File: src/rtl/mmm_pkg.sv
// mmm_pkg: shared fetch FSM state type and default instruction/line widths
package mmm_pkg;
   localparam int ILEN_DEF     = 32;
   localparam int LINE_LEN_DEF = 256;
   typedef enum logic [1:0] {RUN, REQ, WAIT, DRAIN} fetch_state_t;
endpackage

File: src/rtl/instr_line_fetcher_line_word_mux.sv
// line_word_mux: selects one ILEN-bit instruction word from a cache line
// ports: line_i (cache line), idx_i (word index), word_o (selected word)
module line_word_mux #(
   parameter int ILEN     = 32,
   parameter int LINE_LEN = 256
) (
   input  logic [LINE_LEN-1:0]                 line_i,
   input  logic [$clog2(LINE_LEN/ILEN)-1:0]    idx_i,
   output logic [ILEN-1:0]                     word_o
);
   logic [ILEN-1:0] w_words [LINE_LEN/ILEN];
   for (genvar g = 0; g < LINE_LEN/ILEN; g++) begin : g_word
      assign w_words[g] = line_i[g*ILEN +: ILEN];
   end
   assign word_o = w_words[idx_i];
endmodule

File: src/rtl/instr_line_fetcher.sv
// instr_line_fetcher: single-line instruction buffer that serves PCs from a held cache line
// ports: clk_i/rst_i (async active-high), flush_i, pc_* (fetch request), cache_req_* /
//        cache_resp_* (line fetch), instr_* (registered instruction output)
// option: INSTR_FETCH_PREFETCH_EN adds a next-line backup register filled by prefetch
module instr_line_fetcher
   import mmm_pkg::*;
#(
   parameter int ILEN     = ILEN_DEF,
   parameter int LINE_LEN = LINE_LEN_DEF,
   parameter int ADDR_LEN = 32
) (
   input  logic                                   clk_i,
   input  logic                                   rst_i,
   input  logic                                   flush_i,
   input  logic                                   pc_valid_i,
   input  logic [ADDR_LEN-1:0]                    pc_i,
   output logic                                   pc_ready_o,
   output logic                                   cache_req_valid_o,
   input  logic                                   cache_req_ready_i,
   output logic [ADDR_LEN-$clog2(LINE_LEN/8)-1:0] cache_req_tag_o,
   input  logic                                   cache_resp_valid_i,
   input  logic [LINE_LEN-1:0]                    cache_resp_line_i,
   output logic                                   instr_valid_o,
   input  logic                                   instr_ready_i,
   output logic [ILEN-1:0]                        instr_o,
   output logic [ADDR_LEN-1:0]                    instr_pc_o
);
   localparam int WORD_OFF = $clog2(ILEN/8);
   localparam int LINE_OFF = $clog2(LINE_LEN/8);
   localparam int IDX_W    = LINE_OFF - WORD_OFF;
   localparam int TAG_W    = ADDR_LEN - LINE_OFF;
   fetch_state_t        r_state;
   logic [LINE_LEN-1:0] r_line;
   logic [TAG_W-1:0]    r_tag;
   logic                r_line_valid;
   logic [TAG_W-1:0]    r_req_tag;
   logic [ILEN-1:0]     r_instr;
   logic [ADDR_LEN-1:0] r_instr_pc;
   logic                r_instr_valid;
`ifdef INSTR_FETCH_PREFETCH_EN
   logic [LINE_LEN-1:0] r_bk_line;
   logic [TAG_W-1:0]    r_bk_tag;
   logic                r_bk_valid;
   logic                r_pf;
   logic                w_bk_hit;
`endif
   logic [TAG_W-1:0]    w_tag;
   logic [IDX_W-1:0]    w_idx;
   logic [ILEN-1:0]     w_word;
   logic                w_line_hit;
   logic                w_miss;
   logic                w_accept;
   assign w_tag      = pc_i[ADDR_LEN-1:LINE_OFF];
   assign w_idx      = pc_i[LINE_OFF-1:WORD_OFF];
   assign w_line_hit = r_line_valid && (r_tag == w_tag);
   assign w_miss     = pc_valid_i && !w_line_hit;
   assign pc_ready_o = (r_state == RUN) && w_line_hit && (!r_instr_valid || instr_ready_i);
   assign w_accept   = pc_valid_i && pc_ready_o;
`ifdef INSTR_FETCH_PREFETCH_EN
   assign w_bk_hit   = r_bk_valid && (r_bk_tag == w_tag);
`endif
   assign cache_req_valid_o = (r_state == REQ);
   assign cache_req_tag_o   = r_req_tag;
   assign instr_valid_o     = r_instr_valid;
   assign instr_o           = r_instr;
   assign instr_pc_o        = r_instr_pc;
   line_word_mux #(.ILEN(ILEN), .LINE_LEN(LINE_LEN)) u_mux (
      .line_i (r_line),
      .idx_i  (w_idx),
      .word_o (w_word)
   );
   always_ff @(posedge clk_i or posedge rst_i) begin
      if (rst_i) begin
         r_state       <= RUN;
         r_line        <= '0;
         r_tag         <= '0;
         r_line_valid  <= 1'b0;
         r_req_tag     <= '0;
         r_instr       <= '0;
         r_instr_pc    <= '0;
         r_instr_valid <= 1'b0;
`ifdef INSTR_FETCH_PREFETCH_EN
         r_bk_line     <= '0;
         r_bk_tag      <= '0;
         r_bk_valid    <= 1'b0;
         r_pf          <= 1'b0;
`endif
      end else begin
         if (flush_i) r_instr_valid <= 1'b0;
         else if (w_accept) begin
            r_instr       <= w_word;
            r_instr_pc    <= pc_i;
            r_instr_valid <= 1'b1;
         end else if (instr_ready_i) r_instr_valid <= 1'b0;
         if (flush_i) begin
            r_line_valid <= 1'b0;
`ifdef INSTR_FETCH_PREFETCH_EN
            r_bk_valid   <= 1'b0;
`endif
            // an outstanding response must still be swallowed unless it arrives right now
            r_state <= ((r_state == WAIT || r_state == DRAIN) && !cache_resp_valid_i) ? DRAIN : RUN;
         end else begin
            case (r_state)
               RUN: begin
`ifdef INSTR_FETCH_PREFETCH_EN
                  if (w_miss && w_bk_hit) begin
                     r_line       <= r_bk_line;
                     r_tag        <= r_bk_tag;
                     r_line_valid <= 1'b1;
                     r_bk_valid   <= 1'b0;
                  end else if (w_miss) begin
                     r_state   <= REQ;
                     r_req_tag <= w_tag;
                     r_pf      <= 1'b0;
                  end else if (r_line_valid && !r_bk_valid) begin
                     r_state   <= REQ;
                     r_req_tag <= r_tag + TAG_W'(1);
                     r_pf      <= 1'b1;
                  end
`else
                  if (w_miss) begin
                     r_state   <= REQ;
                     r_req_tag <= w_tag;
                  end
`endif
               end
               REQ: if (cache_req_ready_i) r_state <= WAIT;
               WAIT: if (cache_resp_valid_i) begin
                  r_state <= RUN;
`ifdef INSTR_FETCH_PREFETCH_EN
                  if (r_pf) begin
                     r_bk_line  <= cache_resp_line_i;
                     r_bk_tag   <= r_req_tag;
                     r_bk_valid <= 1'b1;
                  end else begin
                     r_line       <= cache_resp_line_i;
                     r_tag        <= r_req_tag;
                     r_line_valid <= 1'b1;
                  end
`else
                  r_line       <= cache_resp_line_i;
                  r_tag        <= r_req_tag;
                  r_line_valid <= 1'b1;
`endif
               end
               DRAIN: if (cache_resp_valid_i) r_state <= RUN;
               default: r_state <= RUN;
            endcase
         end
      end
   end
endmodule

File: config.mk
export PLATFORM = sky130hd
export DESIGN_NAME = instr_line_fetcher
export DESIGN_NICKNAME = d
export VERILOG_FILES = /design/src/rtl/mmm_pkg.sv /design/src/rtl/instr_line_fetcher_line_word_mux.sv /design/src/rtl/instr_line_fetcher.sv
export SDC_FILE = /design/constraint.sdc
export NUM_CORES = 1
export LEC_CHECK = 0
export BUFFER_PORTS_ARGS = -buffer_cell sky130_fd_sc_hd__buf_2
export CAP_MARGIN = 20
export CORE_AREA = 2 2 237 146
export DETAILED_ROUTE_END_ITERATION = 16
export DIE_AREA = 0 0 239 148
export HOLD_SLACK_MARGIN = 0.1
export PLACE_DENSITY = 0.75
export SKIP_CTS_REPAIR_TIMING = 1
export SYNTH_ARGS = -nofsm -noshare
export SYNTH_HDL_FRONTEND = slang
export SYNTH_SLANG_ARGS = --single-unit
export TNS_END_PERCENT = 100
File: constraint.sdc
create_clock -name clk_i -period 11.5 [get_ports clk_i]
set_input_delay 0 -clock clk_i [delete_from_list [all_inputs] [get_ports clk_i]]
set_output_delay 0 -clock clk_i [all_outputs]
set_load 0.005 [all_outputs]
==> impl_metrics.tcl <==
set metrics [dict create \
    status "finished, final reports clean" \
    insertion_delay_ns 0.53 \
    initial_core_util_pct 49.5 \
    crit_required_ns 11.91 \
    internal-power_mw 3.24 \
    vias_per_cell 5.25 \
    finalClockSkew_ns 0.0151 \
    leakage_nw 11.0 \
    wl_met3_mm 2.10 \
    gp_congestion 0.782 \
    synth_mux_area_share_pct 37.8 \
    power.share.clock_pct 29.6 \
    numCtsBuffers 38 \
    tritoncts "yes" \
    drt_iter0_markers 576 \
    worst-endpoint-arrival_ns 3.95 \
    grt_pass1_vias 10400 \
    ys_seq_area_share_pct 57.6 \
    die_height_um 148 \
    relSlewSlack_pct 25.4 \
    report.final.slew_viol_count 0 \
    p_total_mw 4.36 \
    gr-total-overflow 0 \
    seqPwrFrac_pct 47.3 \
    setup_viol 0 \
    hold_violations 0 \
    power.switching_mw 1.12 \
    cts.clk_slew.worst_paths_ns 0.06 \
    area_delta_synth_final_pct 39.9 \
    grt_setup_unrepaired "false" \
    synth_top_family_by_area "multiplexers" \
    cp_cell_sequence "nor2_1 -> and3_4 -> buf_4 -> buf_4 -> buf_16 -> mux2_2" \
    max_stage_delay_ns 0.82 \
    fillers 2199 \
    hpwl_mm 26.8 \
    ff_latch_area_um2 9460 \
    hold_class "in2reg" \
    place.port_buffers 388 \
    routed_wl_mm 44.8 \
    synth_compound_area_share_pct 0.335 \
    layout.nets 1930 \
    cts_buffer_depth 3 \
    drc 0 \
    syn_nets 1258 \
    netlist_area_um2 16400 \
    die_w_um 239 \
    wl_met2_mm 22.4 \
    criticalPathCategory "reg2reg" \
    clock.fmax_mhz 283 \
    period_share_pct 30.8 \
    topRoutingLayerUsed "met4" \
    synthSimpleGateAreaFrac_pct 0.877 \
    synth_seq_cells 378 \
    crit_top_cell "buf_4" \
    most-common-layout-cells "buf_2, dfrtp_1, mux2_2" \
    row_count 52 \
    final_cell_count_no_fill 2104 \
    endpoint_kind "flip-flop" \
    tightest_slew_ns 1.12 \
    core-area_um2 33200 \
    ant_nets 0 \
    avgSynthCellArea_um2 17.0 \
    routedWlPerCell_um 21.3 \
    wl_met1_mm 19.3 \
    die_area_um2 35400 \
    dp_cells 1733 \
    track_usage_pct 22.3 \
    drive_above_1_share_pct 56.2 \
    vias 11000 \
    crit_fanout 70 \
    grt_pass1_wl_mm 60.4 \
    drt_first_pass_iters 4 \
    syn_inst 963 \
    yosysWarnings 0 \
    peakVddDrop_uv 155 \
    start_kind "flip-flop" \
    setup_tns_ns 0 \
    synthAdderAreaFrac_pct 0 \
    power.density_nw_per_um2 190 \
    grt_start_max_net_pins 174 \
    antenna_found_initial 9 \
    ioPinCount 389 \
    synth-xor-area-share_pct 1.44 \
    drv_cap 0 \
    h-tree-depth 2 \
    synth.distinct_cells 28 \
    multi_input_area_um2 6640 \
    final.min_clock_period_ns 3.54 \
    cts-root-buf "clkbuf_16" \
    final_common_cell "buf_2" \
    cpMaxStageDelayCell "buf_4" \
    p_sw_share_pct 25.7 \
    cts.sinks 378 \
    power_frac_comb_pct 23.2 \
]
power by group through the flow:
| stage | sequential [mW] | clock (mW) | combinational (mW) |
|---|---|---|---|
| floorplan | 1.98 | 0 | 0.718 |
| global placement | 2.03 | 0 | 0.877 |
| detailed placement | 2.05 | 0 | 0.914 |
| CTS | 2.04 | 1.31 | 0.918 |
| global route | 2.11 | 1.37 | 1.09 |
| finish | 2.06 | 1.29 | 1.01 |
layer usage:
metal | global-route usage (%) | vias up
li1 | - | 4908
met3 | 5.55 | 83
met1 | 32.2 | 5742
met4 | 6.00 | 0
met5 | 0 | -
met2 | 33.8 | 315
sequential cells by signal, indices dropped and copies added, names as in the netlist:
signal	cells
cache_req_tag_o	27
instr_o	32
instr_pc_o	32
instr_valid_o	1
r_line	256
r_line_valid	1
r_state	2
r_tag	27
final cells by class:
cell class / count / area share (%)
clock inverter: 13 / 0.643
clock buffer: 55 / 4.96
tap: 432 / 2.35
timing repair buffer: 691 / 21.8
multi-input combinational: 524 / 28.9
inverter: 2 / 0.0654
sequential: 378 / 41.2
antenna: 9 / 0.0981
worst max-delay path: cells and delay by family, from the launching register on:
family / cells / cell delay, ns
and+or+nand+nor: 2 / 0.92
muxes: 1 / 0.39
buffers and inverters: 3 / 1.59
DFF: 1 / 0.42
path summary, 6_finish.rpt:
path	slack, ns	depth (start not counted)	from	endpoint
max in group asynchronous	9.71	4	rst_i	r_line[89]$_DFFE_PP0P_
min in group asynchronous	0.23	3	rst_i	r_tag[17]$_DFFE_PP0P_
min	0.15	4	pc_valid_i	cache_req_tag_o[5]$_DFFE_PP0P_
min reg2reg	0.49	1	r_line_valid$_DFFE_PP0P_	r_line_valid$_DFFE_PP0P_
max	7.96	6	r_state[0]$_DFFE_PP0P_	r_line[42]$_DFFE_PP0P_
max reg2reg	7.96	6	r_state[0]$_DFFE_PP0P_	r_line[42]$_DFFE_PP0P_
synth_stat cells:
library cell  instances  area (µm²)
nand3_1               1        5.00
nand3b_1              1        7.51
nor4_1                1        6.26
nor4_2                1        12.5
nor2b_1               2        12.5
inv_1                 2        7.51
nor2_1                5        18.8
o31ai_1               1        7.51
mux2_4               49         736
mux2_2              357        4020
a21o_1                1        7.51
xnor2_1              23         201
nand2_1               1        3.75
buf_4                 1        7.51
mux4_2               64        1440
clkbuf_1             10        37.5
buf_2                42         210
a211o_1               1        8.76
a21bo_2               1        10.0
nor4_4                1        21.3
and3_1                1        6.26
nand2b_1              1        6.26
a31oi_4               1        21.3
xor2_1                4        35.0
buf_1                 1        3.75
nand4_1               7        43.8
buf_6                 5        56.3
dfrtp_1             378        9460
stage by stage:
stage | instance area (µm²) | worst slack (ns) | utilization, % | hold slack, ns
after floorplan | 16400 | 0.999 | - | 0.0957
after global placement | 18700 | 7.82 | 56.3 | 0.230
after detailed placement | 18700 | 7.77 | 56.3 | 0.235
after CTS | 20000 | 7.77 | 60.2 | -0.331
after global routing | 23000 | 7.74 | 69.2 | 0.137
final | 23000 | 7.96 | 69.2 | 0.146
kinds of logic (layout without fill, tap and decap cells):
group,after synthesis,count (layout)
flops,378,378
simple gates,22,22
mux,470,470
xor+xnor,27,27
buf+inv,61,761
compound gates,5,5
other cells,0,9
Power figures use the tool's default switching activity.
